==> src/rtl/axil_req_arbiter.sv <==
// Round-robin arbiter sharing one AXI4-Lite master user port among N_REQ
// requesters. Exactly one master transaction is in flight at any time.
module axil_req_arbiter #(
    parameter int unsigned N_REQ  = 4,
    parameter int unsigned ADDR_W = 32,
    parameter int unsigned DATA_W = 32
) (
    input  logic                      clk,
    input  logic                      rst,
    input  logic [N_REQ-1:0]          req_valid,
    input  logic [N_REQ-1:0]          req_write,
    input  logic [N_REQ*ADDR_W-1:0]   req_addr,
    input  logic [N_REQ*DATA_W-1:0]   req_wdata,
    output logic [N_REQ-1:0]          req_ready,
    output logic [N_REQ-1:0]          rsp_valid,
    output logic [DATA_W-1:0]         rsp_rdata,
    output logic                      m_start,
    output logic                      m_write_en,
    output logic [ADDR_W-1:0]         m_addr,
    output logic [DATA_W-1:0]         m_wdata,
    input  logic [DATA_W-1:0]         m_rdata,
    input  logic                      m_done,
    output logic                      busy,
    output logic [$clog2(N_REQ)-1:0]  grant_id
);

    localparam int unsigned ID_W = $clog2(N_REQ);

    typedef enum logic [1:0] {StIdle, StIssue, StWait, StResp} state_e;

    state_e            r_state;
    state_e            w_state_d;
    logic [ID_W-1:0]   r_rr_ptr;
    logic [ID_W-1:0]   r_grant_id;
    logic              r_cmd_write;
    logic [ADDR_W-1:0] r_cmd_addr;
    logic [DATA_W-1:0] r_cmd_wdata;
    logic [DATA_W-1:0] r_rsp_rdata;

    logic              w_found;
    logic [ID_W-1:0]   w_winner;
    logic [ID_W-1:0]   w_next_ptr;
    logic              w_accept;

    // Winner search: first valid requester at or above rr_ptr, wrapping.
    always_comb begin
        int unsigned v_idx;
        w_found  = 1'b0;
        w_winner = '0;
        v_idx    = 0;
        for (int unsigned k = 0; k < N_REQ; k++) begin
            v_idx = (32'(r_rr_ptr) + k) % N_REQ;
            if (!w_found && req_valid[ID_W'(v_idx)]) begin
                w_found  = 1'b1;
                w_winner = ID_W'(v_idx);
            end
        end
        if (w_winner == ID_W'(N_REQ - 1)) begin
            w_next_ptr = '0;
        end else begin
            w_next_ptr = w_winner + ID_W'(1);
        end
    end

    assign w_accept = (r_state == StIdle) && w_found;

    // State register.
    always_ff @(posedge clk or posedge rst) begin
        if (rst) begin
            r_state <= StIdle;
        end else begin
            r_state <= w_state_d;
        end
    end

    // Next-state logic.
    always_comb begin
        w_state_d = r_state;
        case (r_state)
            StIdle:  if (w_found) w_state_d = StIssue;
            StIssue: w_state_d = StWait;
            StWait:  if (m_done) w_state_d = StResp;
            StResp:  w_state_d = StIdle;
            default: w_state_d = StIdle;
        endcase
    end

    // Command capture on accept, pointer advance, and response data capture.
    always_ff @(posedge clk or posedge rst) begin
        if (rst) begin
            r_rr_ptr    <= '0;
            r_grant_id  <= '0;
            r_cmd_write <= 1'b0;
            r_cmd_addr  <= '0;
            r_cmd_wdata <= '0;
            r_rsp_rdata <= '0;
        end else begin
            if (w_accept) begin
                r_cmd_write <= req_write[w_winner];
                r_cmd_addr  <= req_addr[32'(w_winner)*ADDR_W +: ADDR_W];
                r_cmd_wdata <= req_wdata[32'(w_winner)*DATA_W +: DATA_W];
                r_grant_id  <= w_winner;
                r_rr_ptr    <= w_next_ptr;
            end
            if ((r_state == StWait) && m_done) begin
                r_rsp_rdata <= r_cmd_write ? '0 : m_rdata;
            end
        end
    end

    // Outputs; req_ready is gated by rst so every output reads 0 during reset.
    always_comb begin
        req_ready = '0;
        rsp_valid = '0;
        if (w_accept && !rst) req_ready[w_winner] = 1'b1;
        if (r_state == StResp) rsp_valid[r_grant_id] = 1'b1;
        m_start = (r_state == StIssue);
        busy    = (r_state != StIdle);
    end

    assign m_write_en = r_cmd_write;
    assign m_addr     = r_cmd_addr;
    assign m_wdata    = r_cmd_wdata;
    assign rsp_rdata  = r_rsp_rdata;
    assign grant_id   = r_grant_id;

endmodule

==> config.mk <==
export PLATFORM = sky130hd
export DESIGN_NAME = axil_req_arbiter
export DESIGN_NICKNAME = d
export VERILOG_FILES = /design/src/rtl/axil_req_arbiter.sv
export SDC_FILE = /design/constraint.sdc
export NUM_CORES = 1
export LEC_CHECK = 0
export BUFFER_PORTS_ARGS = -buffer_cell sky130_fd_sc_hd__buf_2
export CAP_MARGIN = 20
export CORE_AREA = 3 3 159 161
export CTS_CLUSTER_DIAMETER = 100
export DETAILED_ROUTE_END_ITERATION = 10
export DIE_AREA = 0 0 162 164
export PLACE_DENSITY = 0.56
export SLEW_MARGIN = 15
export SYNTH_ARGS = -nofsm -noshare
export SYNTH_HDL_FRONTEND = slang
export SYNTH_SLANG_ARGS = --single-unit
export TNS_END_PERCENT = 30
==> constraint.sdc <==
create_clock -name clk -period 4.41 [get_ports clk]
set_input_delay 0.882 -clock clk [delete_from_list [all_inputs] [get_ports clk]]
set_output_delay 0.882 -clock clk [all_outputs]
set_load 0.01 [all_outputs]
==> flow_metrics.py, run 1 <==
metrics = {
    "grt": {
        "grt_overflow": 0,
        "antenna_found_initial": 2,
        "grt_max_degree": 71,
        "grt.total_usage_pct": 15.79,
        "first_global_vias": 5757,
        "grt_pass1_wl_um": 32860,
    },
    "detailed_routing": {
        "routedWlPerCell_um": 17.44,
        "post-route-drc-count": 0,
        "drt_wl_total_um": 22240,
        "drtPass1Iterations": 4,
        "drt_iter0_drc": 375,
        "via_per_inst": 4.589,
        "ant_nets": 0,
        "vias": 5851,
    },
    "critical_path": {
        "cpMostUsedCell": "buf_2",
        "crit_family": "simple AND/OR/NAND/NOR gates",
        "worstPathRequired_ns": 3.53,
        "worst-path-buf-inv": 2,
        "critPathSlowestCell": "or4_4",
        "max_stage_delay_ns": 0.55,
        "path_cells": "buf_2, or4_4, and2_4, and3_1, buf_2",
        "critPathLaunchType": "input port",
        "cp.arrival_ns": 2.12,
        "crit_type": "in -> out",
        "crit_path_end_kind": "output port",
        "cp_max_fo": 9,
    },
    "finish": {
        "mostFrequentLayoutCell": "buf_2",
        "final_cell_mix": "buf_2 (407), dfrtp_1 (103), inv_1 (69)",
        "fin_util_pct": 35.50,
        "drive_gt1_share_pct": 50.53,
        "layout.nets": 1250,
        "n_fill_cell": 2546,
        "area_growth_syn_to_layout_pct": 41.88,
    },
    "timing": {
        "fin_crit_sh_pct": 68.04,
        "finalHoldViolations": 0,
        "setup_tns_ns": 0,
        "tightest_slew_ns": 0.9775,
        "fin_skew_ns": 0.01377,
        "slew_violations": 0,
        "max-slew-margin-rel_pct": 34.60,
        "setup_viol": 0,
        "rsz0062_at_grt": "false",
        "timing.fmax_mhz": 333.3,
        "fin_crit_ns": 3.001,
    },
    "power_and_ir_drop": {
        "p_per_area_nw_per_um2": 601.2,
        "swShare_pct": 41.76,
        "cellLeakagePower_nw": 4.630,
        "p_switching_w": 0.002149,
        "pwr-share-clk_pct": 15.7,
        "p_int_w": 0.002997,
        "pwr-share-seq_pct": 32.2,
        "combPwrFrac_pct": 52.1,
        "peakVddDrop_uv": 284.4,
    },
    "cts": {
        "htreeDepth": 3,
        "cts_tree": "built",
        "cts_root_buf": "clkbuf_16",
        "cts-resized-gates": 0,
        "hold_buffers": 0,
        "cts_setup_buffers": 0,
        "clk_latency_ns": 0.35,
        "clk_pin_slew_ns": 0.07,
        "cts_sinks": 103,
        "cts_buffer_depth": 2,
        "cts_buffers": 9,
    },
    "logic_synthesis": {
        "syn_area_per_cell_um2": 10.68,
        "ys_ff_latch": 103,
        "mappedNetlistArea_um2": 6032,
        "ys_warn_count": 0,
        "ys_seq_area_share_pct": 42.73,
        "syn_inst": 565,
        "synth_nets": 870,
        "ys_types": 37,
    },
    "worst_hold_path": {
        "worstHoldPathType": "reg -> reg",
    },
    "floorplan": {
        "ios": 408,
        "dieArea_um2": 26570,
        "initial_core_util_pct": 25.02,
        "rows": 57,
        "die_y_um": 164,
        "die_w_um": 162,
        "core_um2": 24110,
    },
    "run": {
        "maxCapViolCount": 0,
    },
    "placed_design": {
        "port-buffer-count": 407,
        "hpwlAfterDp_um": 16560,
        "gp_congestion": 0.8017,
    },
    "outcome": {
        "status": "completed",
    },
}
## synth_stat cells (all sizes together)
master / instances / area [um2]
a22oi: 65 / 488.0
o21bai: 1 / 7.510
a21oi: 3 / 15.01
o32a: 1 / 10.01
o21ai: 36 / 180.2
buf: 31 / 287.8
nand2b: 34 / 215.2
ha: 6 / 75.07
dfrtp: 103 / 2577
o2111a: 1 / 11.26
o311ai: 1 / 26.28
mux2i: 66 / 660.6
or4: 1 / 11.26
nor3: 3 / 15.01
a211oi: 1 / 7.510
inv: 70 / 262.8
or3b: 1 / 8.760
and4b: 1 / 10.01
o221ai: 66 / 828.3
and2: 1 / 8.760
nor3b: 1 / 7.510
a21boi: 1 / 7.510
mux2: 1 / 11.26
nor2b: 2 / 12.51
and3: 3 / 18.77
clkbuf: 15 / 56.30
a21o: 1 / 7.510
o31a: 1 / 8.760
nor2: 6 / 22.52
and3b: 3 / 26.28
nand2: 39 / 146.4
## worst paths after layout
kind                                           startpoint                   endpoint  slack [ns]  cells after the start
worst min-delay path            rsp_rdata[13]$_DFFE_PP0P_  rsp_rdata[13]$_DFFE_PP0P_        0.48                      2
worst min register to register  rsp_rdata[13]$_DFFE_PP0P_  rsp_rdata[13]$_DFFE_PP0P_        0.48                      2
min in group asynchronous                             rst      m_addr[3]$_DFFE_PP0P_        0.71                      3
max in group asynchronous                             rst    m_wdata[13]$_DFFE_PP0P_        2.48                      4
worst max register to register    r_rr_ptr[1]$_DFFE_PP0P_    m_wdata[17]$_DFFE_PP0P_        2.16                      5
worst max-delay path                         req_valid[3]               req_ready[2]        1.41                      5
## state kept, by name (all words and copies together), names as in the netlist
| register | flops |
|---|---|
| rsp_rdata | 32 |
| grant_id | 2 |
| m_addr | 32 |
| r_rr_ptr | 2 |
| r_state | 2 |
| m_wdata | 32 |
| m_write_en | 1 |
## cells by family after synthesis
group,after synthesis,synth area share [%]
fa+ha+maj,6,1.245
mux,67,11.14
simple gates,95,8.339
compound gates,178,26.49
buf+inv,116,10.06
flops,103,42.73
## metrics by stage
step / instance area [um2] / hold slack [ns] / cells / setup WS [ns] / total power [W]
after detailed placement: 8265 / 0.4672 / 1258 / 1.403 / 0.004401
after floorplan: 6032 / 0.5162 / 565 / 0.03194 / 0.003459
after CTS: 8556 / 0.4834 / 1274 / 1.403 / 0.005246
final: 8558 / 0.4752 / 1275 / 1.409 / 0.005145
after global routing: 8556 / 0.5008 / 1274 / 1.336 / 0.005561
after global placement: 8265 / 0.4562 / 1258 / 1.416 / 0.004363
## tightest hold or removal path, stage by stage (launching register included)
cell and delay [ns]:
dfrtp_1 0.34, nand2_1 0.04, o21ai_0 0.06
## power by group through the flow
stage | sequential (W) | combinational, W | clock [W]
finish | 0.00166 | 0.00268 | 0.000809
global route | 0.00171 | 0.00296 | 0.000888
CTS | 0.00166 | 0.00274 | 0.000849
detailed placement | 0.00166 | 0.00274 | 0
global placement | 0.00166 | 0.00270 | 0
floorplan | 0.00183 | 0.00163 | 0
## final cells by class
class	instances	area, um2	area share (%)
diodes	1	2.502	0.02924
clock buffers	10	239.0	2.792
clock inverters	6	51.30	0.5994
inverters	70	265.3	3.099
multi-input cells	346	2870	33.54
flip-flops and latches	103	2577	30.12
well taps	324	405.4	4.737
repair buffers	415	2147	25.09
## routing by layer
layer	global-route usage, %	vias to the layer above	share of wire (%)
met5	0	-	0.058
met4	3.645	2	1.2
met3	5.599	15	9.9
met2	26.96	283	49
met1	19.19	2711	40
li1	-	2840	-
Power figures use the tool's default switching activity.
==> run 2: changes to the inputs <==
--- a/config.mk
+++ b/config.mk
@@ -11,7 +11,7 @@
 export CTS_CLUSTER_DIAMETER = 100
 export DETAILED_ROUTE_END_ITERATION = 10
 export DIE_AREA = 0 0 162 164
-export PLACE_DENSITY = 0.56
+export PLACE_DENSITY = 0.54
 export SLEW_MARGIN = 15
 export SYNTH_ARGS = -nofsm -noshare
 export SYNTH_HDL_FRONTEND = slang
==> constraint.sdc (replaced) <==
create_clock -name clk -period 2.8 [get_ports clk]
set_input_delay 0.56 -clock clk [delete_from_list [all_inputs] [get_ports clk]]
set_output_delay 0.56 -clock clk [all_outputs]
set_load 0.01 [all_outputs]
==> run 2 against run 1 <==
  * Design area grew 0.95%
  * Sequential power up 58%
  * Routed wire length rose by 4.5%
  * Largest power group unchanged
  * Sequential share of layout area fell by 0.28 points
  * Clock skew fell by 0.0025 ns
  * Register-to-register slack worse by 1.5 ns
==> flow_metrics.py, run 2 (same netlist as run 1, synthesis figures left out) <==
metrics = {
    "finish": {
        "area_growth_syn_to_layout_pct": 43.23,
        "final_cell_mix": "buf_2 (407), dfrtp_1 (103), inv_1 (69)",
        "mostFrequentLayoutCell": "buf_2",
        "fin_util_pct": 35.84,
        "stdcell_count": 1279,
        "n_fill_cell": 2552,
        "drive_gt1_share_pct": 50.58,
        "layout.nets": 1254,
    },
    "cts": {
        "cts_tree": "built",
        "cts_root_buf": "clkbuf_16",
        "cts-resized-gates": 0,
        "cts_buffers": 9,
        "clk_pin_slew_ns": 0.08,
        "clk_latency_ns": 0.35,
        "cts_buffer_depth": 2,
        "cts_sinks": 103,
        "hold_buffers": 0,
        "htreeDepth": 3,
        "cts_setup_buffers": 0,
    },
    "timing": {
        "tightest_slew_ns": 0.6088,
        "rsz0062_at_grt": "false",
        "max-slew-margin-rel_pct": 59.41,
        "finalHoldViolations": 0,
        "timing.fmax_mhz": 396.1,
        "slew_violations": 0,
        "fin_crit_sh_pct": 90.16,
        "setup_viol": 0,
        "fin_crit_ns": 2.524,
        "postLayoutSetupSlackWorst_ns": 0.2756,
        "fin_skew_ns": 0.01124,
    },
    "grt": {
        "antenna_found_initial": 4,
        "grt_overflow": 0,
        "grt.total_usage_pct": 16.48,
        "first_global_vias": 5992,
        "grt_util_met1_pct": 21.05,
        "grt_pass1_wl_um": 34290,
        "grt-busiest-layer": "met2",
        "grtUsageMet3_pct": 4.741,
        "grtUsageMet2_pct": 26.46,
        "grt_max_degree": 104,
    },
    "placed_design": {
        "dp_slack_ns": 0.4363,
        "port-buffer-count": 407,
        "hpwlAfterDp_um": 17470,
        "dpl.cell_count": 1261,
        "gp_congestion": 0.7932,
    },
    "detailed_routing": {
        "drtPass1Iterations": 5,
        "drt_wl_total_um": 23250,
        "drt_iter0_drc": 277,
        "routedWlPerCell_um": 18.18,
        "vias": 5984,
        "ant_nets": 0,
        "post-route-drc-count": 0,
        "via_per_inst": 4.679,
    },
    "worst_hold_path": {
        "worstHoldPathType": "in -> async",
    },
    "critical_path": {
        "critPathLaunchType": "flip-flop",
        "cp.arrival_ns": 1.96,
        "max_stage_delay_ns": 0.50,
        "cp_max_fo": 10,
        "critPathSlowestCell": "dfrtp_1",
        "crit_family": "flip-flops",
        "crit_type": "reg -> out",
        "worst-path-buf-inv": 1,
        "worstPathRequired_ns": 2.24,
        "path_cells": "nand2_1, and3b_1, o31a_1, ha_1, and3_1, buf_2",
        "crit_path_end_kind": "output port",
    },
    "floorplan": {
        "ios": 408,
        "core_um2": 24110,
        "dieArea_um2": 26570,
        "die_y_um": 164,
        "initial_core_util_pct": 25.02,
        "rows": 57,
        "die_w_um": 162,
    },
    "power_and_ir_drop": {
        "cellLeakagePower_nw": 4.656,
        "p_per_area_nw_per_um2": 955.1,
        "peakVddDrop_uv": 451.6,
    },
    "outcome": {
        "status": "completed",
    },
    "run": {
        "maxCapViolCount": 0,
    },
}
==> run 2: worst min-delay path, delay by kind of cell <==
| kind | cells | cell delay, ns |
|---|---|---|
| buf+inv | 3 | 0.68 |
==> run 2: stage by stage <==
step,instance area [um2],hold slack [ns],TNS (ns),total power [W]
global route,8640,0.4397,0,0.008896
floorplan,6036,0.5162,-0.2459,0.005449
global placement,8327,0.4557,0,0.006983
CTS,8615,0.4254,0,0.008381
detailed placement,8327,0.4656,0,0.007013
finish,8640,0.4122,0,0.008251
==> run 2: power by group <==
group | internal (W) | total, W | switching, W
Clock | 0.000693 | 0.00131 | 0.000612
Combinational | 0.00195 | 0.00432 | 0.00237
Sequential | 0.00219 | 0.00262 | 0.000435
==> run 2: final timing paths <==
check                                     startpoint                        end  slack (ns)  cells past startpoint
max                          r_rr_ptr[1]$_DFFE_PP0P_               req_ready[2]        0.28                      6
min                                              rst    grant_id[0]$_DFFE_PP0P_        0.41                      3
max reg2reg                  r_rr_ptr[1]$_DFFE_PP0P_    m_wdata[30]$_DFFE_PP0P_        0.64                      5
min reg2reg                rsp_rdata[21]$_DFFE_PP0P_  rsp_rdata[21]$_DFFE_PP0P_        0.48                      2
max in group asynchronous                        rst    m_wdata[10]$_DFFE_PP0P_        1.95                      3
min in group clk                       req_wdata[39]     m_wdata[7]$_DFFE_PP0P_        0.45                      3
==> run 2: final cells by class <==
class	count	area, um2	share of cell area (%)
inverter	70	266.5	3.085
clock buffer	10	229.0	2.650
tap	324	405.4	4.692
sequential	103	2577	29.83
multi-input combinational	346	2870	33.22
timing repair buffer	419	2227	25.78
antenna	2	5.005	0.05793
clock inverter	5	58.81	0.6807
==> run 2: metal layers <==
layer  part of all wire (%)  wire length, um  up-vias
met1                     41             9576     2831
met3                    8.7             2027       25
met5                  0.090               21        -
met4                    2.1              495        4
met2                     48            11130      283
li1                       -                -     2841
